[config.mk]
export PLATFORM = sky130hd
export DESIGN_NAME = tt_scan_4_flat
export DESIGN_NICKNAME = d
export VERILOG_FILES = /design/src/rtl/tt_scan_4_if.sv /design/src/rtl/tt_scan_4.sv /design/src/flat_wrapper.sv
export SDC_FILE = /design/constraint.sdc
export NUM_CORES = 1
export LEC_CHECK = 0
export ABC_AREA = 1
export CAP_MARGIN = 40
export CORE_MARGIN = 2
export CORE_UTILIZATION = 54
export DETAILED_ROUTE_END_ITERATION = 8
export GPL_TIMING_DRIVEN = 0
export PLACE_DENSITY = 0.86
export RECOVER_POWER = 100
export SKIP_CTS_REPAIR_TIMING = 1
export SYNTH_ARGS = -nofsm -noshare
export SYNTH_HDL_FRONTEND = slang
export SYNTH_SLANG_ARGS = --single-unit
[constraint.sdc]
create_clock -name clk -period 1.5 [get_ports clk]
set_input_delay 0.225 -clock clk [delete_from_list [all_inputs] [get_ports clk]]
set_output_delay 0.225 -clock clk [all_outputs]
set_load 0.01 [all_outputs]
[src/rtl/tt_scan_4_if.sv]
// Bus between the truth-table scanner and the 4-input function it probes.
// The scanner takes the slave side; whatever supplies start and F takes the master side.
interface tt_scan_4_if;
   logic        start;
   logic        F;
   logic        A;
   logic        B;
   logic        C;
   logic        D;
   logic        busy;
   logic        done;
   logic [15:0] tt;
   logic [4:0]  ones;

   modport master (
      output start, F,
      input  A, B, C, D, busy, done, tt, ones
   );

   modport slave (
      input  start, F,
      output A, B, C, D, busy, done, tt, ones
   );
endinterface

[src/rtl/tt_scan_4.sv]
// Walks {A,B,C,D} through all 16 vectors, holds each for SETTLE cycles,
// and records F for each vector into a truth table and a count of ones.
module tt_scan_4 #(
   parameter int SETTLE = 1
) (
   input logic       clk,
   input logic       rst_n,
   tt_scan_4_if.slave bus
);

   localparam logic [3:0] SETTLE_M1 = 4'(SETTLE - 1);

   typedef enum logic [1:0] {
      IDLE  = 2'd0,
      APPLY = 2'd1,
      DONE  = 2'd2
   } state_t;

   state_t      state_r, state_s;
   logic [3:0]  idx_r, idx_s;
   logic [3:0]  cnt_r, cnt_s;
   logic [15:0] tt_r, tt_s;
   logic [4:0]  ones_r, ones_s;
   logic [3:0]  abcd_r, abcd_s;
   logic        busy_r, busy_s;
   logic        done_r, done_s;

   // State register
   always_ff @(posedge clk or negedge rst_n) begin
      if (!rst_n) begin
         state_r <= IDLE;
      end else begin
         state_r <= state_s;
      end
   end

   // Next-state and next-output logic; outputs are registered from these values
   always_comb begin
      state_s = state_r;
      idx_s   = idx_r;
      cnt_s   = cnt_r;
      tt_s    = tt_r;
      ones_s  = ones_r;
      abcd_s  = 4'd0;
      case (state_r)
         IDLE: begin
            if (bus.start) begin
               state_s = APPLY;
               idx_s   = 4'd0;
               cnt_s   = 4'd0;
               tt_s    = 16'h0000;
               ones_s  = 5'd0;
            end else begin
               state_s = IDLE;
            end
         end
         APPLY: begin
            abcd_s = idx_r;
            if (cnt_r == SETTLE_M1) begin
               tt_s[idx_r] = bus.F;
               ones_s      = ones_r + {4'd0, bus.F};
               // The last vector goes straight to DONE so idx never wraps
               if (idx_r == 4'd15) begin
                  state_s = DONE;
                  abcd_s  = 4'd0;
               end else begin
                  idx_s  = idx_r + 4'd1;
                  cnt_s  = 4'd0;
                  abcd_s = idx_r + 4'd1;
               end
            end else begin
               cnt_s = cnt_r + 4'd1;
            end
         end
         DONE: begin
            state_s = IDLE;
            idx_s   = 4'd0;
            cnt_s   = 4'd0;
         end
         default: begin
            state_s = IDLE;
            idx_s   = 4'd0;
            cnt_s   = 4'd0;
         end
      endcase
      busy_s = (state_s != IDLE);
      done_s = (state_s == DONE);
   end

   // Datapath and output registers
   always_ff @(posedge clk or negedge rst_n) begin
      if (!rst_n) begin
         idx_r  <= 4'd0;
         cnt_r  <= 4'd0;
         tt_r   <= 16'h0000;
         ones_r <= 5'd0;
         abcd_r <= 4'd0;
         busy_r <= 1'b0;
         done_r <= 1'b0;
      end else begin
         idx_r  <= idx_s;
         cnt_r  <= cnt_s;
         tt_r   <= tt_s;
         ones_r <= ones_s;
         abcd_r <= abcd_s;
         busy_r <= busy_s;
         done_r <= done_s;
      end
   end

   assign bus.A    = abcd_r[3];
   assign bus.B    = abcd_r[2];
   assign bus.C    = abcd_r[1];
   assign bus.D    = abcd_r[0];
   assign bus.busy = busy_r;
   assign bus.done = done_r;
   assign bus.tt   = tt_r;
   assign bus.ones = ones_r;

endmodule

[src/flat_wrapper.sv]
// flat-port wrapper written by rule: the top's interface ports become plain ports
module tt_scan_4_flat 
#(
   parameter int SETTLE = 1
)
  (clk, rst_n, bus_start, bus_F, bus_A, bus_B, bus_C, bus_D, bus_busy, bus_done, bus_tt, bus_ones);
  tt_scan_4_if bus_i ();
  input logic clk;
  input logic rst_n;
  input wire logic [$bits(bus_i.start)-1:0] bus_start;
  input wire logic [$bits(bus_i.F)-1:0] bus_F;
  output wire logic [$bits(bus_i.A)-1:0] bus_A;
  output wire logic [$bits(bus_i.B)-1:0] bus_B;
  output wire logic [$bits(bus_i.C)-1:0] bus_C;
  output wire logic [$bits(bus_i.D)-1:0] bus_D;
  output wire logic [$bits(bus_i.busy)-1:0] bus_busy;
  output wire logic [$bits(bus_i.done)-1:0] bus_done;
  output wire logic [$bits(bus_i.tt)-1:0] bus_tt;
  output wire logic [$bits(bus_i.ones)-1:0] bus_ones;
  assign bus_i.start = bus_start;
  assign bus_i.F = bus_F;
  assign bus_A = bus_i.A;
  assign bus_B = bus_i.B;
  assign bus_C = bus_i.C;
  assign bus_D = bus_i.D;
  assign bus_busy = bus_i.busy;
  assign bus_done = bus_i.done;
  assign bus_tt = bus_i.tt;
  assign bus_ones = bus_i.ones;
  tt_scan_4 #(.SETTLE(SETTLE)) u_core (.clk(clk), .rst_n(rst_n), .bus(bus_i));
endmodule
# Word-level counts from Yosys, hierarchy flattened
# Cells that the tools add are included.
# word_totals
elab_cells	51
ff_bits	37
input_bits	4
romBits	0
ramBits	0
memories	0
latchBits	0
output_inout_bits	27
# classes
n_div	0
bitwise_logic	0
order_cmp	2
n_mux	23
n_eq_ne	7
n_addsub	3
n_reduce_logical	8
shifts	0
multipliers	0
# op_table
operator	count
$mux W16	2
$mux W4	8
$pmux W16 S2	1
$bwmux W16	1
$pmux W4 S2	2
$mux W5	2
$pmux W5 S2	1
$add A4 B1 Y4 const B	2
$reduce_and A3 Y1	2
$add A5 B1 Y5	1
$lt A4 B5 Y1 const B	1
$demux W1 S4	1
$eq A4 B4 Y1 const B	1
$ge A4 B1 Y1 const B	1
$logic_not A4 Y1	1
$mux W2	2
$ne A2 B2 Y1 const B	2
$pmux W2 S2	1
$reduce_bool A2 Y1	2
$ne A3 B3 Y1 const B	1
$eq A2 B1 Y1 const B	1
$eq A2 B2 Y1 const B	1
$logic_not A2 Y1	1
$mux W1	2
other kinds (3)	3

# Depth between registers and ports, before layout
# depth
depth_word	7
ltp_mapped	8

# Worst setup path before layout
# Ideal clock, no wire load.
# synth_path
path_kind	reg-to-reg
start	register u_core.idx_r[0]
end	register u_core.tt_r[10], in the netlist u_core.bus.tt[10]
path_slack_ns	0.204
t_arrival_ns	1.179
synth_period_minus_slack_ns	1.296
path_buffers	0
stages_incl_launch_ff	8
t_required_ns	1.383
setup_time_ns	0.117
path_cell_list	dfrtp_1 > inv_1 > ha_1 > inv_1 > o21ai_0 > nand2_1 > nand2_1 > nand2_1
# synth_between
elab_chain_len	7
# synth_rtl
element	line_no	source
from (decl)	tt_scan_4.sv:20	logic [3:0] idx_r, idx_s;
from (signal assigned)	tt_scan_4.sv:101	idx_r <= idx_s;
$lt A4 B5 Y1 (implied by the code) / $ge A4 B1 Y1 (equally long branches)	tt_scan_4.sv:60	tt_s[idx_r] = bus.F;
$logic_and A1 B1 Y1 (implied by the code)	tt_scan_4.sv:60	
$mux W1 (implied by the code)	tt_scan_4.sv:60	
$demux W1 S4 *	-	
$bwmux W16 *	tt_scan_4.sv:60	
$mux W16 *	tt_scan_4.sv:59	if (cnt_r == SETTLE_M1) begin
$pmux W16 S2 *	tt_scan_4.sv:45	case (state_r)
to (signal assigned)	tt_scan_4.sv:103	tt_r <= tt_s;
to (decl)	tt_scan_4.sv:22	logic [15:0] tt_r, tt_s;
# Every way passes the cells marked *; elsewhere a longest branch is shown, timed or not. The select of a mux whose other input is x is not followed.
# A chain may end at the register's enable or synchronous reset.

# Worst setup path after layout
# layout_path
start	register u_core.idx_r[0]
end	register u_core.tt_r[12], in the netlist u_core.bus.tt[12]
# Same word-level chain as after synthesis.

==> results by group <==
Yosys
  • Seq cells post-synth: 37
  • Post-synth net total: 289
  • Mux cell area share after synthesis: 0%
  • Area fraction in compound gates after synthesis: 2.69%
  • Synth Area in Simple Gates: 38.7%
  • Synth cell types: 18
  • Main combinational cell family by area after synthesis: simple AND/OR/NAND/NOR gates
  • Synth Cell Area: 2050 um2
  • Ys Warns: 0
  • Sequential-to-total area share from yosys stat: 45.3%
  • Synth Instances: 277
  • Synth Area in XOR/XNOR: 1.28%
  • Syn avg cell area: 7.39 um2
  • Adder-Cell Fraction of Synth Area: 4.89%

Setup path
  • Critical-path top delay cell: dfrtp_2
  • CP startpoint kind: register
  • CP required: 1.68 ns
  • CP Capture Type: register
  • CP Class: register to register
  • Reg2Reg Setup Slack: 0.05 ns
  • Crit-path most repeated cell: nand2_1
  • CP cell instances: inv_1 -> ha_1 -> nand3_1 -> nand2_1 -> nand2_1 -> nand2_1 -> nand2_1
  • Critical path arrival: 1.62 ns
  • Worst path max stage delay: 0.46 ns
  • Worst-path fanout max: 7

Routing
  • Routed Antenna Nets: 0
  • Remaining DRCs: 2
  • Via-to-Cell Ratio: 5.21
  • Post-Route WL: 4.38 mm
  • Via count: 1,922
  • WL/cell: 11.9 um
  • Initial DRC Count: 139
  • Drt pass-1 iters: 6

Power
  • Overall power: 4.89 mW
  • Switching Fraction: 43.5%
  • VDD IR-drop max: 1.28 mV
  • P_leak: 1.39 nW
  • Power density over the cells: 1900 nW/um2
  • Part of the power in combinational logic: 55.0%
  • Internal power: 2.76 mW
  • Sw Pwr: 2.13 mW
  • Clock share of power: 13.6%
  • Seq pwr share: 31.4%

Timing
  • Slew @ Worst Pin: 0.879 ns
  • Setup violators final: 0
  • Setup TNS: 0 ns
  • Crit share post-route: 96.5%
  • Fmax: 0.691 GHz
  • Number of failing hold endpoints at the final stage: 0
  • Min Tclk post-route: 1.45 ns
  • Fin. max-slew vios: 0
  • Worst slew margin: 41.4%
  • Final clock skew: 0.00958 ns
  • Unrepaired setup endpoints after global routing: true

Place
  • Port buffer count: 30
  • GPL Wtd Cong: 0.918
  • Post-DP HPWL: 3.12 mm
  • Post-Place Cell Area: 2400 um2

Run status
  • Outcome: complete, but fails checks
  • Failing checks: design-rule violations

Cells and area
  • Layout Nets: 332
  • Commonest non-fill, non-tap cell in the layout: nand2_1
  • Layout cells sized above 1: 11.5%
  • Finished layout cell area: 2570 um2
  • Area growth, synth to finish: 25.6%
  • N_diodes: 0
  • Commonest cells after routing, fill and taps aside: nand2_1, nand3_1, dfrtp_1
  • Fillers: 296

Global route
  • Largest net degree at the start of global routing: 38
  • Vias in the first global route: 1,747
  • Gr usage total: 22.9%
  • Initial antenna violation count: 0
  • First-pass GRT wire length: 7.65 mm
  • Global-route congestion overflow total: 0

Floorplanning
  • Ports: 31
  • Die height: 65.6 um
  • Initial core utilization: 55.9%
  • Core Area: 3660 um2
  • # rows: 22
  • Die Wd: 65.6 um
  • Die area: 4300 um2

Hold path
  • Class of the worst hold path: input pin to asynchronous set/reset pin

Clock network
  • H-tree depth: 2
  • Clock-pin slew on the worst setup and hold paths: 0.07 ns
  • Clk Tree Root Cell: clkbuf_8
  • Clock Sinks: 37
  • CTS Buf Count: 5
  • Clock tree from TritonCTS: yes
  • Clk_lat worst skew: 0.29 ns
  • Clk buf depth: 2

Flow run
  • Max Cap Viol: 0
==> area by class of cell <==
type / instances / area [um2] / share of cell area (%)
plain buffers: 10 / 70.1 / 2.73
clock buffers: 8 / 80.1 / 3.12
inverters: 21 / 78.8 / 3.07
multi-input cells: 209 / 1010 / 39.2
flip-flops and latches: 37 / 930 / 36.2
well taps: 48 / 60.1 / 2.34
repair buffers: 36 / 343 / 13.3
==> cells in the mapped netlist <==
cell type  instances  share of area, %
nand3b_1           1              0.37
buf_6              3               1.7
xnor2_1            1              0.43
inv_1             19               3.5
nand3_2            1              0.49
o21ai_0           10               2.4
clkbuf_1           1              0.18
nand3_1           36               8.8
nor2_4             1              0.55
a21oi_1            1              0.24
dfrtp_1           37                45
buf_2              6               1.5
nand2_1          115                21
nor2_1            22               4.0
ha_1               8               4.9
inv_2              2              0.37
nand4_1           11               3.4
xor2_1             2              0.86
==> kinds of logic after synthesis <==
group / after synthesis
XOR/XNOR: 3
flip-flops: 37
buffers and inverters: 31
adder cells (fa/ha/maj): 8
AO/OA/AOI/OAI: 11
AND/OR/NAND/NOR: 187
==> routing by layer <==
layer	GRT usage [%]	wire length [um]	up-vias
met3	5.48	283	7
met1	28.9	1950	880
met4	6.51	52	0
li1	-	-	967
met5	0	0	-
met2	39.3	2090	68
==> power groups by stage <==
stage	logic (mW)	registers (mW)	clock network (mW)
4_1_cts	2.50	1.53	0.681
3_5_place_dp	2.48	1.54	0
6_report	2.69	1.54	0.666
5_1_grt	3.02	1.58	0.724
3_3_place_gp	2.46	1.53	0
2_1_floorplan	1.50	1.63	0
==> sequential cells by signal, indices dropped and copies added (netlist names) <==
name,flops
u_core.bus.tt,16
u_core.bus.ones,5
u_core.abcd_r,4
u_core.cnt_r,4
u_core.idx_r,4
u_core.state_r,2
u_core.bus.busy,1
u_core.bus.done,1
==> critical path, delay by kind of cell (launching register included) <==
kind | cells | cell delay (ns)
buffers and inverters | 1 | 0.14
adder cells (fa/ha/maj) | 1 | 0.37
flip-flops | 1 | 0.46
AND/OR/NAND/NOR | 5 | 0.37
==> stage by stage <==
stage               worst slack (ns)  util (%)  cells  hold slack [ns]
floorplan                      0.204         -    277          -0.0706
global placement              -0.582      65.7    355            0.455
detailed placement            -0.202      65.6    355            0.357
CTS                          -0.0643      67.8    363           0.0425
global route                 -0.0618      70.2    369            0.127
finish                        0.0526      70.2    369           0.0459
==> path summary, 6_finish.rpt <==
path / endpoint / cells after the start / startpoint
setup / recovery: u_core.bus.tt[12]$_DFFE_PN0P_ / 7 / u_core.idx_r[0]$_DFFE_PN0P_
hold reg to reg: u_core.bus.tt[1]$_DFFE_PN0P_ / 2 / u_core.bus.tt[1]$_DFFE_PN0P_
setup reg to reg: u_core.bus.tt[12]$_DFFE_PN0P_ / 7 / u_core.idx_r[0]$_DFFE_PN0P_
max in group asynchronous: u_core.bus.ones[2]$_DFFE_PN0P_ / 1 / rst_n
hold / removal: u_core.state_r[1]$_DFF_PN0_ / 1 / rst_n
min in group clk: u_core.bus.tt[1]$_DFFE_PN0P_ / 2 / u_core.bus.tt[1]$_DFFE_PN0P_
No activity file was read; power rests on OpenSTA's default activity.
